**src/rtl/sram_like_arbiter.sv**
```systemverilog
// Arbitrates one shared SRAM-like port between the instruction-fetch and data masters.
// One transaction in flight; data has priority, with a starvation guard for fetches.
module sram_like_arbiter #(
    parameter int STARVE_MAX = 4,
    parameter int CNT_W      = 3
) (
    input  logic        clk,
    input  logic        rst,

    input  logic        inst_req,
    input  logic        inst_wr,
    input  logic [3:0]  inst_wen,
    input  logic [1:0]  inst_size,
    input  logic [31:0] inst_addr,
    input  logic [31:0] inst_wdata,
    output logic [31:0] inst_rdata,
    output logic        inst_addr_ok,
    output logic        inst_data_ok,

    input  logic        data_req,
    input  logic        data_wr,
    input  logic [3:0]  data_wen,
    input  logic [1:0]  data_size,
    input  logic [31:0] data_addr,
    input  logic [31:0] data_wdata,
    output logic [31:0] data_rdata,
    output logic        data_addr_ok,
    output logic        data_data_ok,

    output logic        mem_req,
    output logic        mem_wr,
    output logic [3:0]  mem_wen,
    output logic [1:0]  mem_size,
    output logic [31:0] mem_addr,
    output logic [31:0] mem_wdata,
    input  logic [31:0] mem_rdata,
    input  logic        mem_addr_ok,
    input  logic        mem_data_ok,

    output logic        owner,
    output logic        busy
);

    typedef enum logic [1:0] {
        IDLE     = 2'd0,
        ARB_ADDR = 2'd1,
        ARB_DATA = 2'd2
    } state_t;

    localparam logic [CNT_W-1:0] W_STARVE_MAX = CNT_W'(STARVE_MAX);
    localparam logic [CNT_W-1:0] W_CNT_ONE    = CNT_W'(1);

    state_t           r_state;
    state_t           w_state_next;
    logic             r_owner;
    logic             w_owner_next;
    logic [CNT_W-1:0] r_starve_cnt;
    logic [CNT_W-1:0] w_starve_next;
    logic             w_own_req;
    logic             w_inst_wins;

    assign w_own_req   = r_owner ? data_req : inst_req;
    assign w_inst_wins = inst_req && (!data_req || (r_starve_cnt == W_STARVE_MAX));

    always_ff @(posedge clk) begin
        if (!rst) begin
            r_state      <= IDLE;
            r_owner      <= 1'b0;
            r_starve_cnt <= '0;
        end else begin
            r_state      <= w_state_next;
            r_owner      <= w_owner_next;
            r_starve_cnt <= w_starve_next;
        end
    end

    always_comb begin
        w_state_next  = r_state;
        w_owner_next  = r_owner;
        w_starve_next = r_starve_cnt;
        case (r_state)
            IDLE: begin
                if (inst_req || data_req) begin
                    w_state_next = ARB_ADDR;
                    if (w_inst_wins) begin
                        w_owner_next  = 1'b0;
                        w_starve_next = '0;
                    end else begin
                        // Data grant: count it only while a fetch is left waiting.
                        w_owner_next = 1'b1;
                        if (!inst_req) begin
                            w_starve_next = '0;
                        end else if (r_starve_cnt != W_STARVE_MAX) begin
                            w_starve_next = r_starve_cnt + W_CNT_ONE;
                        end
                    end
                end
            end
            ARB_ADDR: begin
                if (mem_addr_ok) begin
                    w_state_next = ARB_DATA;
                end else if (!w_own_req) begin
                    w_state_next = IDLE;
                end
            end
            ARB_DATA: begin
                if (mem_data_ok) begin
                    w_state_next = IDLE;
                end
            end
            default: begin
                w_state_next = IDLE;
            end
        endcase
    end

    // Every output is held at zero while rst is low, even before the state register settles.
    always_comb begin
        mem_req      = 1'b0;
        mem_wr       = 1'b0;
        mem_wen      = 4'd0;
        mem_size     = 2'd0;
        mem_addr     = 32'd0;
        mem_wdata    = 32'd0;
        inst_rdata   = 32'd0;
        inst_addr_ok = 1'b0;
        inst_data_ok = 1'b0;
        data_rdata   = 32'd0;
        data_addr_ok = 1'b0;
        data_data_ok = 1'b0;
        owner        = 1'b0;
        busy         = 1'b0;
        if (rst) begin
            owner = r_owner;
            busy  = (r_state != IDLE);
            if (r_owner) begin
                mem_wr     = data_wr;
                mem_wen    = data_wen;
                mem_size   = data_size;
                mem_addr   = data_addr;
                mem_wdata  = data_wdata;
                data_rdata = mem_rdata;
            end else begin
                mem_wr     = inst_wr;
                mem_wen    = inst_wen;
                mem_size   = inst_size;
                mem_addr   = inst_addr;
                mem_wdata  = inst_wdata;
                inst_rdata = mem_rdata;
            end
            if (r_state == ARB_ADDR) begin
                mem_req      = w_own_req;
                inst_addr_ok = !r_owner && mem_addr_ok;
                data_addr_ok = r_owner && mem_addr_ok;
            end
            if (r_state == ARB_DATA) begin
                inst_data_ok = !r_owner && mem_data_ok;
                data_data_ok = r_owner && mem_data_ok;
            end
        end
    end

endmodule

```
**config.mk**
```make
export PLATFORM = sky130hd
export DESIGN_NAME = sram_like_arbiter
export DESIGN_NICKNAME = d
export VERILOG_FILES = /design/src/rtl/sram_like_arbiter.sv
export SDC_FILE = /design/constraint.sdc
export NUM_CORES = 1
export LEC_CHECK = 0
export ABC_AREA = 1
export CAP_MARGIN = 30
export CORE_AREA = 3 3 125 127
export CTS_CLUSTER_DIAMETER = 150
export CTS_CLUSTER_SIZE = 25
export DETAILED_ROUTE_END_ITERATION = 8
export DIE_AREA = 0 0 128 130
export HOLD_SLACK_MARGIN = 0.05
export PLACE_DENSITY_LB_ADDON = 0.2
export SETUP_SLACK_MARGIN = 0.15
export SYNTH_ARGS = -nofsm -noshare
export SYNTH_HDL_FRONTEND = slang
export SYNTH_SLANG_ARGS = --single-unit
```
**constraint.sdc**
```tcl
create_clock -name clk -period 1.5 [get_ports clk]
set_clock_uncertainty 0.1 [all_clocks]
set_input_delay 0.375 -clock clk [delete_from_list [all_inputs] [get_ports clk]]
set_output_delay 0.375 -clock clk [all_outputs]
set_load 0.1 [all_outputs]
```
==> metrics, run 1 <==
YS warnings 0; endpoints failing setup around 140; Crit Path Category flip-flop to output pin; mapped cell area 1790 um^2; Final period util 125%; Die Ht 130 um; Fillers 977; CTS hold repair buffers 0; Crit path arrival time around 1400 ps; FFs w/ async S/R, synth 0%; sequential fraction of the synthesis area under 10%; achievable frequency approximately 530 MHz; drc violations 0; post-route setup TNS -48,590 ps; dpl hpwl 12,800 um; non-filler cells, final 930; distinct cell type count after synthesis 17; initial core utilization 12.3%; grt ovf 0; vias in the first global route 4,358; post-DR vias/cell 4.35; cell count after synthesis between 300 and 400; first-pass GRT wire length 23,700 um; ANT cells 0; failing checks setup timing; setup slack after layout -379 ps; Hold Path Class flip-flop to flip-flop; Final Max Tran Viols 0; clk root buf clkbuf_16; H-tree depth 1; CP Max Fanout 7; Main synth FF type dfxtp_1; final hold vios 0; top-count cell post-synth nand2_1; dpl cells 902; Switching Share between 50 and 60%; area occupied by multi-input gates 3960 um^2; min cycle time layout 1880 ps; cell chain of the critical path inv_8, buf_12, nand2_8, clkbuf_16, nor2_4, buf_12; I/O pin cnt 322; clock network fraction of design power 7.0%; initial antenna violation count 0; Storage cell area 126 um^2; Synth area leaders nand2_1 (33%), nand3_1 (22%), nor2_1 (16%); die span in x 128 um; Pre-antenna DRT Iters 4; Synth top area share 32.7%; Gate power share ~90%; GPL Wtd Cong 0.822; maximum number of pins on one net before global-route repair 23; Avg Cell Area, Syn 4.51 um^2; most frequent cells after synthesis nand2_1 (156), nand3_1 (78), nor2_1 (75); Clock transition at path regs 40 ps; Routed WL per cell 17.8 um; status complete, but fails checks; switching power 0.00351 W; RSZ-0062 raised after global routing true; Data required, critical path 1020 ps; VDD IR max 0.441 mV; vias 4,041; Total Die Area around 17,000 um^2; Area Overhead vs Synth 470%; Std-Cell Rows 44; crit start category flip-flop; Lkg Pwr 4.00 nW; WL final 16,500 um; syn nets 579; Yosys top cell by area nand2_1; CP dominant cell by count buf_12; actual slew at the worst max-slew pin 242 ps; port bufs 321; core area 14,500 um^2; clk buf depth 2; sequential share of power ~3.0%; slowest stage delay, CP 380 ps; post-layout util 70.2%; Max stage delay cell, worst path dfxtp_4; Pint 0.00278 W; CTS tree done; initial drt markers 85; Seq cells post-synth 6; gr usage total 17.9%; max cap viols 0; CTS buffer count 3; worst slack, placed -390 ps; layout cells sized above 1 68.0%; CTS sink count 6; max_slew headroom a little over four fifths; clk_lat worst skew approximately 230 ps; pwr dens between 600 and 700 nW/um^2; count of nets after finishing 930; remaining antenna violation count after routing 0; number of synthesized flops with an enable pin 0; crit end category output pin
final cells by class:
cell class                 count  area share, %
timing repair buffer         375           55.0
multi-input combinational    320           38.9
tap                          184           2.26
inverter                      42           1.93
sequential                     6           1.24
clock buffer                   3          0.736
cells in the final DEF (no fill, tap or decap), drive strengths merged:
master         instances
clkbuf                 9
clkinv                 1
dfxtp                  6
dlygate4sd2            3
nand2                158
buf                  191
clkdlybuf4s50        175
inv                   41
nand3                 78
a21oi                  2
nor2                  75
ha                     2
nand3b                 1
o21ai                  1
nand4                  3
per-stage QoR:
stage          hold WS, ps  area [um^2]  power (W)
6_report               402        10200    0.00629
5_1_grt                445        10200    0.00647
4_1_cts                397         9730    0.00613
3_5_place_dp           397         8770    0.00533
3_3_place_gp           381         8770    0.00529
2_1_floorplan          367         3740    0.00334
timing repair:
action / CTS / global route
setup endpoints to repair: 147 / 145
resized for setup: 176 / 41
pin swaps: 6 / 5
cloned: 6 / 7
setup buffers: 4 / 8
metal layers:
metal | vias up | share of wire, % | track usage (%)
met2 | 201 | 60 | 37.5
met1 | 1890 | 30 | 17.0
met3 | 20 | 8.1 | 5.24
li1 | 1930 | - | -
met4 | 0 | 2.0 | 3.68
met5 | - | 0 | 0
kinds of logic after synthesis:
logic type               Yosys count  synth area share (%)
buffers and inverters             71                  18.4
flip-flops                         6                  6.71
AND/OR/NAND/NOR                  315                  72.7
AO/OA/AOI/OAI                      3                 0.838
adder cells (fa/ha/maj)            2                  1.40
sequential cells by signal, indices dropped and copies added (netlist names):
register / count
r_starve_cnt: 3
r_state: 2
r_owner: 1
worst max-delay path, delay by kind of cell (launching register included):
kind	cells	cell delay, ps
buf+inv	4	570
flops	1	380
simple gates	2	210
worst paths after layout:
path	slack, ps	from	end	cells after the start
worst max-delay path	-380	r_owner$_SDFFE_PN0P_	inst_rdata[26]	6
worst max register to register	230	r_owner$_SDFFE_PN0P_	r_owner$_SDFFE_PN0P_	6
worst min register to register	400	r_starve_cnt[1]$_SDFFE_PN0P_	r_starve_cnt[1]$_SDFFE_PN0P_	2
worst min-delay path	400	r_starve_cnt[1]$_SDFFE_PN0P_	r_starve_cnt[1]$_SDFFE_PN0P_	2
power by group through the flow:
stage,logic [W],clock network (W),registers (W)
after floorplan,0.00315,0,0.000184
after global placement,0.00510,0,0.000187
after detailed placement,0.00514,0,0.000188
after CTS,0.00551,0.000441,0.000188
after global routing,0.00583,0.000453,0.000191
final,0.00566,0.000440,0.000190
(Power assumes the default switching activity.)
==> run 2, diff against run 1 <==
--- a/config.mk
+++ b/config.mk
@@ -15,6 +15,7 @@
 export HOLD_SLACK_MARGIN = 0.05
 export PLACE_DENSITY_LB_ADDON = 0.2
 export SETUP_SLACK_MARGIN = 0.15
+export SLEW_MARGIN = 20
 export SYNTH_ARGS = -nofsm -noshare
 export SYNTH_HDL_FRONTEND = slang
 export SYNTH_SLANG_ARGS = --single-unit
==> results of run 2 <==
Same layout as run 1: the final DEF is identical, and so are final timing and power.
==> run 3, diff against run 2 <==
--- a/config.mk
+++ b/config.mk
@@ -8,6 +8,7 @@
 export ABC_AREA = 1
 export CAP_MARGIN = 30
 export CORE_AREA = 3 3 125 127
+export CTS_BUF_LIST = sky130_fd_sc_hd__clkbuf_4 sky130_fd_sc_hd__clkbuf_8 sky130_fd_sc_hd__clkbuf_16
 export CTS_CLUSTER_DIAMETER = 150
 export CTS_CLUSTER_SIZE = 25
 export DETAILED_ROUTE_END_ITERATION = 8
==> results of run 3 <==
Same layout as run 1: the final DEF is identical, and so are final timing and power.
